File: src/rtl/mac_engine.sv
// mac_engine: sequential matrix multiply C = A * X, one multiply-accumulate per
// cycle. Operands come from external synchronous-read memories (one cycle of read
// latency). Each result is presented on sum with a one-cycle active-low web strobe.
module mac_engine #(
  parameter int ROWS = 4,
  parameter int COLS = 8,
  parameter int K    = 4
) (
  input  logic        clk,
  input  logic        rst,
  input  logic        start,
  output logic [4:0]  in_addr,
  input  logic [7:0]  in_data,
  output logic [3:0]  coef_addr,
  input  logic [6:0]  coef_data,
  output logic [19:0] sum,
  output logic        web,
  output logic        busy,
  output logic        done
);

  localparam int IW = (ROWS > 1) ? $clog2(ROWS) : 1;
  localparam int JW = (COLS > 1) ? $clog2(COLS) : 1;
  // The CALC cycle counter runs 0..K, so it needs room for K itself.
  localparam int KW = $clog2(K + 1);

  typedef enum logic [1:0] {IDLE, CALC, WRITE, DONE} state_t;

  state_t        state_q, state_d;
  logic [KW-1:0] cnt_q, cnt_d;
  logic [IW-1:0] i_q, i_d;
  logic [JW-1:0] j_q, j_d;
  logic [19:0]   acc_q, acc_d;
  logic [19:0]   sum_q, sum_d;
  logic          web_q, web_d;
  logic          busy_q, busy_d;
  logic          done_q, done_d;
  logic [4:0]    in_addr_q, in_addr_d;
  logic [3:0]    coef_addr_q, coef_addr_d;

  logic [14:0]   prod;
  logic [19:0]   acc_add;

  // X[k][j] lives at k*COLS+j.
  function automatic logic [4:0] x_addr(input logic [KW-1:0] k, input logic [JW-1:0] j);
    return 5'(32'(k) * 32'(COLS) + 32'(j));
  endfunction

  // A[i][k] lives at i*K+k.
  function automatic logic [3:0] a_addr(input logic [IW-1:0] i, input logic [KW-1:0] k);
    return 4'(32'(i) * 32'(K) + 32'(k));
  endfunction

  assign prod    = 15'(in_data) * 15'(coef_data);
  assign acc_add = acc_q + {5'd0, prod};

  // Next-state and datapath control. Addresses are registered, so they are loaded
  // one edge ahead of the CALC cycle that presents them.
  always_comb begin
    state_d     = state_q;
    cnt_d       = cnt_q;
    i_d         = i_q;
    j_d         = j_q;
    acc_d       = acc_q;
    sum_d       = sum_q;
    web_d       = 1'b1;
    busy_d      = busy_q;
    done_d      = 1'b0;
    in_addr_d   = in_addr_q;
    coef_addr_d = coef_addr_q;
    case (state_q)
      IDLE: begin
        if (start) begin
          state_d     = CALC;
          cnt_d       = '0;
          i_d         = '0;
          j_d         = '0;
          acc_d       = '0;
          busy_d      = 1'b1;
          in_addr_d   = x_addr('0, '0);
          coef_addr_d = a_addr('0, '0);
        end
      end
      CALC: begin
        // Data for k=cnt-1 arrives in cycle cnt; cycle 0 has nothing to add yet.
        if (cnt_q != '0) begin
          acc_d = acc_add;
        end
        if (cnt_q == KW'(K)) begin
          state_d = WRITE;
          sum_d   = acc_add;
          web_d   = 1'b0;
        end else begin
          cnt_d = cnt_q + KW'(1);
          if (cnt_q < KW'(K - 1)) begin
            in_addr_d   = x_addr(cnt_q + KW'(1), j_q);
            coef_addr_d = a_addr(i_q, cnt_q + KW'(1));
          end
        end
      end
      WRITE: begin
        cnt_d = '0;
        acc_d = '0;
        if (j_q != JW'(COLS - 1)) begin
          state_d     = CALC;
          j_d         = j_q + JW'(1);
          in_addr_d   = x_addr('0, j_q + JW'(1));
          coef_addr_d = a_addr(i_q, '0);
        end else if (i_q != IW'(ROWS - 1)) begin
          state_d     = CALC;
          j_d         = '0;
          i_d         = i_q + IW'(1);
          in_addr_d   = x_addr('0, '0);
          coef_addr_d = a_addr(i_q + IW'(1), '0);
        end else begin
          state_d = DONE;
          busy_d  = 1'b0;
          done_d  = 1'b1;
        end
      end
      DONE: begin
        state_d = IDLE;
      end
      default: begin
        state_d = IDLE;
      end
    endcase
  end

  // State and output registers; reset aborts any run in progress immediately.
  always_ff @(posedge clk or negedge rst) begin
    if (!rst) begin
      state_q     <= IDLE;
      cnt_q       <= '0;
      i_q         <= '0;
      j_q         <= '0;
      acc_q       <= '0;
      sum_q       <= '0;
      web_q       <= 1'b1;
      busy_q      <= 1'b0;
      done_q      <= 1'b0;
      in_addr_q   <= '0;
      coef_addr_q <= '0;
    end else begin
      state_q     <= state_d;
      cnt_q       <= cnt_d;
      i_q         <= i_d;
      j_q         <= j_d;
      acc_q       <= acc_d;
      sum_q       <= sum_d;
      web_q       <= web_d;
      busy_q      <= busy_d;
      done_q      <= done_d;
      in_addr_q   <= in_addr_d;
      coef_addr_q <= coef_addr_d;
    end
  end

  assign in_addr   = in_addr_q;
  assign coef_addr = coef_addr_q;
  assign sum       = sum_q;
  assign web       = web_q;
  assign busy      = busy_q;
  assign done      = done_q;

endmodule

File: config.mk
export PLATFORM = sky130hd
export DESIGN_NAME = mac_engine
export DESIGN_NICKNAME = d
export VERILOG_FILES = /design/src/rtl/mac_engine.sv
export SDC_FILE = /design/constraint.sdc
export NUM_CORES = 1
export LEC_CHECK = 0
export CORE_AREA = 3 3 120 122
export CTS_CLUSTER_SIZE = 16
export DETAILED_ROUTE_END_ITERATION = 6
export DIE_AREA = 0 0 123 125
export PLACE_DENSITY = 0.62
export SLEW_MARGIN = 20
export SYNTH_ARGS = -nofsm -noshare
export SYNTH_HDL_FRONTEND = slang
export SYNTH_SLANG_ARGS = --single-unit
File: constraint.sdc
create_clock -name clk -period 5.2 [get_ports clk]
set_clock_uncertainty 0.15 [all_clocks]
set_input_delay 1.56 -clock clk [delete_from_list [all_inputs] [get_ports clk]]
set_output_delay 1.56 -clock clk [all_outputs]
set_load 0.02 [all_outputs]
==> results.ini, run 1 <==
[status]
outcome = complete, but fails checks
violations = negative setup slack

[setup_path]
crit_type = input port to flip-flop
cp.arrival_ns = 5.36
critPathLaunchType = input port
worstPathMaxFanout = 5
end_kind = flip-flop
worstPathRequired_ns = 5.27

[global_routing]
grt_use_total = 0.192
antenna_found_initial = 0
grt_max_degree = 44
overflow = 0
grt_pass1_wl_um = 23700
grt_pass1_vias = 4812

[routing]
drt_wl_total_um = 13800
wl_per_cell_um = 15.7
via_count = 4413
via_per_inst = 5.03
drtAntennaViolNets = 0
first_pass_iters = 4
drt_iter0_drc = 160
drc = 0

[layout]
nFillCells = 1174
layout_commonest_cell = nand2_1
nets = 807
seqCellArea_um2 = 1500
diodes = 0
syn_to_final_growth_pct = 34.8
mostFrequentLayoutCells = nand2_1, inv_1, dfrtp_1
multiInputGateArea_um2 = 3830
finalNonFillerCells = 878
drive_gt1_frac = 0.259

[timing]
fin_crit_ns = 5.29
tightest_slew_ns = 1.01
worst_slack_ns = -0.0876
hold_violations = 0
fin_crit_sh = 1.02
rsz0062_at_grt = true
setup_viol = 16
max-slew-margin-rel = 0.330
whs_ns = 0.326
fmax_ghz = 0.189
slew_violations = 0

[floorplan]
die_x_um = 123
core_um2 = 13300
num_io_pins = 50
start_util = 0.402
rows = 42
dieArea_um2 = 15400
die_h_um = 125

[min_path]
hold_path.class = flip-flop to flip-flop

[logic_synthesis]
yosys_warnings = 0
netlist_instances = 594
ys.flop_type = dfrtp_1
synth_area_um2 = 5350
async_flop_share = 1.00
synth.avg_cell_area_um2 = 9.01
synth_nets = 704
synth_cell_types = 62
synth_edf_count = 0
seq_area_frac_synth = 0.281
synth-seq-cells = 60

[clocking]
root_buffer = clkbuf_16
cts_tree = built
clkLatencyLatePin_ns = 0.33
cts_made_buffers = 9
clockBufferDepth = 2
clock-sinks = 60
clk_pin_slew_ns = 0.05
cts_max_level = 3

[place]
portBuffers = 49
placed_cells = 851
dp_hpwl_um = 10600
gp_congestion = 0.912

[power_and_ir_drop]
power_density_nw_per_um2 = 519
irDropWorstVdd_mv = 0.298
p_total_mw = 3.74
p_leak_nw = 3.48

[flow_run]
drv_cap = 0

synth_stat cells, types with 3 or more instances:
| cell type | count | area share |
|---|---|---|
| a211oi_1 | 3 | 0.0042 |
| ha_1 | 50 | 0.12 |
| buf_2 | 5 | 0.0047 |
| o21a_1 | 5 | 0.0070 |
| o31ai_1 | 5 | 0.0070 |
| fa_1 | 42 | 0.16 |
| xor2_1 | 12 | 0.020 |
| nor3_1 | 3 | 0.0028 |
| o211ai_1 | 10 | 0.014 |
| inv_1 | 85 | 0.060 |
| nand2_1 | 109 | 0.076 |
| a21o_1 | 9 | 0.013 |
| mux2_2 | 5 | 0.011 |
| and3_1 | 3 | 0.0035 |
| o21ai_0 | 36 | 0.034 |
| nand4_1 | 3 | 0.0035 |
| a21oi_1 | 20 | 0.019 |
| nand3_1 | 6 | 0.0056 |
| buf_4 | 3 | 0.0042 |
| clkbuf_1 | 10 | 0.0070 |
| dfrtp_1 | 59 | 0.28 |
| and2_1 | 41 | 0.048 |
| nor2_1 | 16 | 0.011 |
| a31oi_1 | 3 | 0.0035 |
| a22o_1 | 4 | 0.0065 |
final timing paths:
kind,depth (start not counted),endpoint,startpoint,slack (ns)
max,17,acc_q[14],coef_data[4],-0.09
min,2,acc_q[5],acc_q[5],0.33
max reg2reg,11,sum[16],acc_q[3],1.45
min reg2reg,2,acc_q[5],acc_q[5],0.33
max in group asynchronous,2,web,rst,2.77
min in group asynchronous,1,sum[15],rst,1.26
registers in the layout (all words and copies together), names as in the netlist:
name and count:
done 1, i_q 2, web 1, coef_addr 3, sum 20, busy 1, in_addr 4, acc_q 20
j_q 3, cnt_q 3, state_q 2
kinds of logic after synthesis:
group | Yosys count | synth area share
DFF | 60 | 0.281
xor gates and xnor gates | 13 | 0.0213
and+or+nand+nor | 194 | 0.173
adders and majority gates | 92 | 0.274
buffers and inverters | 107 | 0.0802
muxes | 6 | 0.0124
AOI/OAI and AO/OA | 122 | 0.158
worst max-delay path: stages:
cell and delay (ns):
buf_4 0.13, buf_4 0.13, nand2_1 0.07, fa_1 0.46, fa_1 0.57, inv_2 0.04, fa_1 0.49, inv_2 0.04
fa_1 0.51, inv_2 0.05, ha_4 0.28, o21ai_4 0.07, nor4b_4 0.28, buf_6 0.19, o311ai_4 0.10, nor3b_4 0.18
o41ai_2 0.18
layer usage:
metal / GRT usage / wire length [µm]
met5: 0 / 0
met4: 0.0893 / 469
met2: 0.311 / 6850
met3: 0.0257 / 368
met1: 0.252 / 6090
final cells by class:
| type | instances | share of cell area |
|---|---|---|
| sequential | 60 | 0.208 |
| clock buffer | 13 | 0.0361 |
| multi-input combinational | 427 | 0.531 |
| tap | 176 | 0.0305 |
| inverter | 87 | 0.0456 |
| clock inverter | 3 | 0.00954 |
| timing repair buffer | 112 | 0.139 |
repair_timing:
| item | in CTS | in global routing |
|---|---|---|
| setup buffers | 11 | 1 |
| resized for setup | 132 | 37 |
| hold buffers | 0 | 0 |
| pin swaps | 59 | 35 |
| endpoints found under the setup margin | 29 | 26 |
per-stage QoR:
stage | setup slack (ns) | util | TNS, ns | instance area, µm²
floorplan | -0.163 | - | -1.70 | 5450
global placement | -1.00 | 0.486 | -24.86 | 6450
detailed placement | -1.02 | 0.486 | -25.47 | 6450
CTS | -0.0840 | 0.533 | -0.630 | 7090
global route | -0.204 | 0.542 | -3.38 | 7210
finish | -0.0876 | 0.542 | -0.681 | 7210
power breakdown:
group / switching, mW / leakage, nW / total [mW] / internal (mW)
registers: 0.0620 / 0.722 / 0.609 / 0.547
clock network: 0.207 / 0.160 / 0.653 / 0.447
logic: 1.35 / 2.60 / 2.48 / 1.13
total: 1.62 / 3.48 / 3.74 / 2.13
Power figures use the tool's default switching activity.
==> inputs of run 2 (changes only) <==
--- a/config.mk
+++ b/config.mk
@@ -9,7 +9,8 @@
 export CTS_CLUSTER_SIZE = 16
 export DETAILED_ROUTE_END_ITERATION = 6
 export DIE_AREA = 0 0 123 125
-export PLACE_DENSITY = 0.62
+export DONT_BUFFER_PORTS = 1
+export PLACE_DENSITY = 0.58
 export SLEW_MARGIN = 20
 export SYNTH_ARGS = -nofsm -noshare
 export SYNTH_HDL_FRONTEND = slang
==> run 2 against run 1 <==
  * The run now ends clean
  * Die area unchanged
  * Sequential power increased by 6.2%
  * Clock power increased by 1%
  * Maximum frequency increased by 2.4%
  * Setup slack improved by 0.12 ns
  * Highest routed layer unchanged
==> results.ini, run 2 (synthesized netlist as in run 1, its figures left out) <==
[timing]
setup_viol = 0  ; -16
slew_violations = 0  ; unchanged
fin_crit_ns = 5.17  ; -0.122 ns
setup_tns_ns = 0  ; +0.681 ns
fmax_ghz = 0.194  ; +2.4%
hold_violations = 0  ; unchanged
tightest_slew_ns = 0.878  ; -0.127 ns
fin_crit_sh = 0.993  ; -0.0234
max-slew-margin-rel = 0.412  ; +0.0824
rsz0062_at_grt = true

[routing]
drt_iter0_drc = 149  ; -6.9%
drt_wl_total_um = 12900  ; -6.2%
drtAntennaViolNets = 0  ; unchanged
wl_per_cell_um = 16.2  ; +3.5%
via_count = 4131  ; -6.4%
via_per_inst = 5.19  ; +3.3%
first_pass_iters = 4  ; unchanged
drc = 0  ; unchanged

[layout]
seqCellArea_um2 = 1500  ; unchanged
finalNonFillerCells = 796  ; -9.3%
mostFrequentLayoutCells = nand2_1, inv_1, dfrtp_1
diodes = 0  ; unchanged
multiInputGateArea_um2 = 3620  ; -5.4%
nets = 725  ; -10%
final_core_util = 0.470  ; -0.0727
nFillCells = 1277  ; +8.8%
syn_to_final_growth_pct = 16.7
layout_commonest_cell = nand2_1
drive_gt1_frac = 0.161  ; -0.0980

[power_and_ir_drop]
irDropWorstVdd_mv = 0.255  ; -15%
p_total_mw = 3.40  ; -9.1%
p_leak_nw = 3.05  ; -12%
power_density_nw_per_um2 = 545  ; +5.0%

[place]
gp_congestion = 0.820  ; -10%
dp_hpwl_um = 9910  ; -6.3%
portBuffers = 0  ; -100%
placed_cells = 775  ; -8.9%

[setup_path]
critPathLaunchType = input port
path_cells = and2_4 -> fa_1 -> inv_2 -> fa_1 -> inv_2 -> fa_1 -> inv_1 -> fa_1 -> inv_2 -> ha_4 -> buf_6 -> o211ai_1 -> a21o_1 -> o21ai_1 -> a21o_1 -> a31o_2
cp.arrival_ns = 5.24  ; -0.12 ns
worstPathRequired_ns = 5.27  ; about the same
slowest_stage = fa_1
end_kind = flip-flop
worst_path_most_repeated_cell = fa_1
crit_type = input port to flip-flop
worstPathMaxFanout = 7  ; +2
slowest_delay_ns = 0.55  ; -0.02 ns

[global_routing]
grt_pass1_vias = 4285  ; -11%
grt_max_degree = 61  ; +39%
antenna_found_initial = 0  ; unchanged
overflow = 0  ; unchanged
grt_use_total = 0.175  ; -0.0161
grt_pass1_wl_um = 21700  ; -8.5%

[clocking]
cts_max_level = 3  ; unchanged
cts_made_buffers = 9  ; unchanged
ctsHoldBuffers = 0  ; unchanged
clkLatencyLatePin_ns = 0.34  ; about the same
cts_tree = built
clk_pin_slew_ns = 0.06  ; about the same
root_buffer = clkbuf_16
clockBufferDepth = 2  ; unchanged
clock-sinks = 60  ; unchanged

[flow_run]
drv_cap = 0  ; unchanged

[min_path]
hold_path.class = flip-flop to flip-flop

[floorplan]
die_h_um = 125  ; unchanged
core_um2 = 13300  ; unchanged
num_io_pins = 50  ; unchanged
rows = 42  ; unchanged
start_util = 0.402  ; unchanged
dieArea_um2 = 15400  ; unchanged
die_x_um = 123  ; unchanged

[status]
outcome = finished clean

## run 2: critical path: cells and delay by family
kind / cells / cell delay, ns
compound gates: 5 / 0.94
fa+ha+maj: 5 / 2.30
buf+inv: 5 / 0.30
simple gates: 1 / 0.14
## run 2: cell type report
type / count / share of cell area
repair buffers: 30 / 0.0387
well taps: 176 / 0.0353
multi-input cells: 427 / 0.580
clock buffers: 10 / 0.0383
flip-flops and latches: 60 / 0.241
inverters: 87 / 0.0527
clock inverters: 6 / 0.0140
## run 2: repair_timing
item | in CTS | in global routing
cloned | 0 | 0
pin swaps | 13 | 23
gates resized for setup | 8 | 24
buffers inserted | 5 | 0
setup endpoints to repair | 11 | 20
## run 2: final timing paths
kind	start	endpoint	slack [ns]	depth (start not counted)
setup / recovery	in_data[5]	sum[15]	0.03	16
hold / removal	acc_q[4]	acc_q[4]	0.33	2
setup reg to reg	acc_q[3]	acc_q[14]	1.37	12
hold reg to reg	acc_q[4]	acc_q[4]	0.33	2
max in group asynchronous	rst	web	3.94	0
min in group asynchronous	rst	sum[19]	0.77	0
## run 2: power breakdown
group          total, mW  leakage (nW)  internal (mW)  switching (mW)
clock network      0.660         0.162          0.432           0.228
logic               2.09          2.17          0.940            1.15
registers          0.647         0.722          0.546           0.101
total               3.40          3.05           1.92            1.48
## run 2: metal layers
metal	track usage	routed length, µm	share of wire	vias up
met5	0	0	0	-
met2	0.282	6190	0.48	81
met3	0.0366	599	0.046	18
met4	0.0528	212	0.016	0
li1	-	-	-	2001
met1	0.239	5920	0.46	2031
## run 2: through the flow
step	hold WS (ns)	setup slack, ns	cell area [µm²]
final	0.333	0.0341	6240
after global routing	0.368	-0.0929	6240
after CTS	0.345	-0.0318	6160
after detailed placement	0.324	-0.449	5770
after global placement	0.320	-0.358	5770
after floorplan	0.299	-0.163	5450
==> inputs of run 3 (changes only) <==
--- a/config.mk
+++ b/config.mk
@@ -5,10 +5,10 @@
 export SDC_FILE = /design/constraint.sdc
 export NUM_CORES = 1
 export LEC_CHECK = 0
-export CORE_AREA = 3 3 120 122
+export CORE_AREA = 2 2 119 121
 export CTS_CLUSTER_SIZE = 16
 export DETAILED_ROUTE_END_ITERATION = 6
-export DIE_AREA = 0 0 123 125
+export DIE_AREA = 0 0 121 123
 export DONT_BUFFER_PORTS = 1
 export PLACE_DENSITY = 0.58
 export SLEW_MARGIN = 20
==> constraint.sdc (replaced) <==
create_clock -name clk -period 5.6 [get_ports clk]
set_clock_uncertainty 0.15 [all_clocks]
set_input_delay 1.68 -clock clk [delete_from_list [all_inputs] [get_ports clk]]
set_output_delay 1.68 -clock clk [all_outputs]
set_load 0.02 [all_outputs]
==> run 3 against run 2 <==
  * Critical path depth shrank 1
  * Cell area fell by 3.4%
  * Clock-buffer cell count fell by 1
  * Sequential share of layout area grew 0.84 points
  * Global-route usage increased by 0.40 points
  * Non-clock buffer count is 7 lower
  * Clock power shrank 7.6%
  * Combinational power shrank 20%
  * Highest routed layer unchanged
==> results.ini, run 3 (synthesized netlist as in run 1, its figures left out) <==
[status]
outcome = finished clean

[setup_path]
cp.arrival_ns = 5.55  ; +0.31 ns
crit_type = input port to flip-flop
slowest_delay_ns = 0.54  ; about the same
cp_num_buf_inv = 4  ; -1
path_cells = and2_1 -> fa_1 -> inv_1 -> fa_1 -> inv_1 -> fa_1 -> inv_1 -> fa_1 -> inv_1 -> ha_4 -> o21ai_2 -> nor4b_4 -> nor4b_2 -> a2111o_1 -> o211ai_1
critical_path.top_delay_family = adder cells
end_kind = flip-flop
slowest_stage = fa_1
worstPathMaxFanout = 7  ; unchanged
critPathLaunchType = input port
worstPathRequired_ns = 5.70  ; +0.43 ns

[place]
placed_area_um2 = 5680  ; -1.5%
placed_cells = 776  ; +0.13%
gp_congestion = 0.853  ; +4.0%
portBuffers = 0  ; unchanged
dp_hpwl_um = 9670  ; -2.4%

[timing]
rsz0062_at_grt = true
setup_viol = 0  ; unchanged
setup_tns_ns = 0  ; unchanged
fin_crit_sh = 0.973
hold_violations = 0  ; unchanged
fin_crit_ns = 5.45
max-slew-margin-rel = 0.307  ; -0.106
tightest_slew_ns = 1.04  ; +0.160 ns
slew_violations = 0  ; unchanged
fmax_ghz = 0.184

[power_and_ir_drop]
irDropWorstVdd_mv = 0.294  ; +15%
power_density_nw_per_um2 = 480  ; -12%
p_total_mw = 2.89  ; -15%
p_leak_nw = 2.99  ; -2.2%

[routing]
wl_per_cell_um = 15.6  ; -3.9%
drt_wl_total_um = 12400  ; -4.3%
drt_iter0_drc = 223  ; +50%
first_pass_iters = 4  ; unchanged
via_count = 4031  ; -2.4%
drc = 0  ; unchanged
via_per_inst = 5.08  ; -2.1%
drtAntennaViolNets = 0  ; unchanged

[flow_run]
drv_cap = 0  ; unchanged

[layout]
diodes = 0  ; unchanged
nets = 718  ; -0.97%
syn_to_final_growth_pct = 12.8
finalNonFillerCells = 793  ; -0.38%
final_core_util = 0.443  ; -0.0264
nFillCells = 1325  ; +3.8%
layout_commonest_cell = nand2_1
stdcell_area_um2 = 6030  ; -3.4%
mostFrequentLayoutCells = nand2_1, inv_1, dfrtp_1
drive_gt1_frac = 0.109  ; -0.0520

[global_routing]
grt_pass1_vias = 4262  ; -0.54%
grt_max_degree = 61  ; unchanged
grt_pass1_wl_um = 21300  ; -1.9%
overflow = 0  ; unchanged
antenna_found_initial = 0  ; unchanged
grt_use_total = 0.179  ; +0.00396

[clocking]
clk_pin_slew_ns = 0.06  ; about the same
clock-sinks = 60  ; unchanged
cts_tree = built
clockBufferDepth = 2  ; unchanged
root_buffer = clkbuf_16
cts_max_level = 3  ; unchanged
clkLatencyLatePin_ns = 0.34  ; about the same
cts_made_buffers = 9  ; unchanged

[min_path]
hold_path.class = flip-flop to flip-flop

[floorplan]
rows = 43  ; +2.4%
core_um2 = 13600  ; +2.4%
dieArea_um2 = 14900  ; -3.2%
die_h_um = 123  ; -1.6%
start_util = 0.393  ; -0.00936
num_io_pins = 50  ; unchanged
die_x_um = 121  ; -1.6%

run 3: cell count changes in the layout (fill, tap and decap cells not counted), moves of 4 or more:
cell | previous run | this run
inv_1 | 81 | 85
o21ai_0 | 28 | 35
inv_2 | 4 | 0
o21ai_1 | 9 | 2
buf_4 | 28 | 23
run 3: worst paths after layout:
check                                start         to  slack (ns)  cells after the start
worst max-delay path            in_data[3]    sum[18]        0.15                     15
worst min-delay path             acc_q[13]  acc_q[13]        0.33                      2
worst max register to register    acc_q[3]  acc_q[16]        1.78                     11
worst min register to register   acc_q[13]  acc_q[13]        0.33                      2
max in group asynchronous              rst        web        4.24                      0
min in group asynchronous              rst  acc_q[19]        0.89                      0
run 3: report_power, final:
part / total, mW / switching, mW / internal, mW
logic: 1.68 / 0.986 / 0.698
registers: 0.599 / 0.0917 / 0.507
clock network: 0.610 / 0.218 / 0.392
total: 2.89 / 1.30 / 1.60
run 3: worst reg2reg max path: stages, from the launching register on:
cell and delay (ns):
dfrtp_1 0.40, fa_1 0.48, ha_1 0.29, inv_1 0.05, fa_1 0.52, inv_1 0.07, fa_1 0.49, a211oi_4 0.33
o21bai_2 0.14, a32o_1 0.25, o31a_1 0.27, o41ai_2 0.26
run 3: through the flow:
stage / hold slack, ns / worst slack, ns
after floorplan: 0.299 / 0.0320
after global placement: 0.315 / -0.234
after detailed placement: 0.321 / -0.262
after CTS: 0.334 / 0.0693
after global routing: 0.373 / -0.0115
final: 0.328 / 0.151
run 3: timing repair:
item / CTS / global route
gates resized for setup: 0 / 4
buffers inserted: 0 / 1
hold buffers: 0 / 0
setup endpoints to repair: 0 / 10
run 3: cell type report:
| cell class | instances | area (µm²) | area share |
|---|---|---|---|
| sequential | 60 | 1500 | 0.249 |
| clock buffer | 9 | 225 | 0.0373 |
| multi-input combinational | 427 | 3480 | 0.577 |
| inverter | 87 | 329 | 0.0545 |
| tap | 180 | 225 | 0.0373 |
| timing repair buffer | 23 | 173 | 0.0286 |
| clock inverter | 7 | 98.8 | 0.0164 |
run 3: layer usage:
layer  part of all wire  track usage  routed length (µm)  up-vias
li1                   -            -                   -     1987
met1               0.46        0.232                5640     1964
met2               0.49        0.308                6010       67
met3              0.048       0.0392                 589       13
met4              0.011       0.0422                 133        0
met5                  0            0                   0        -
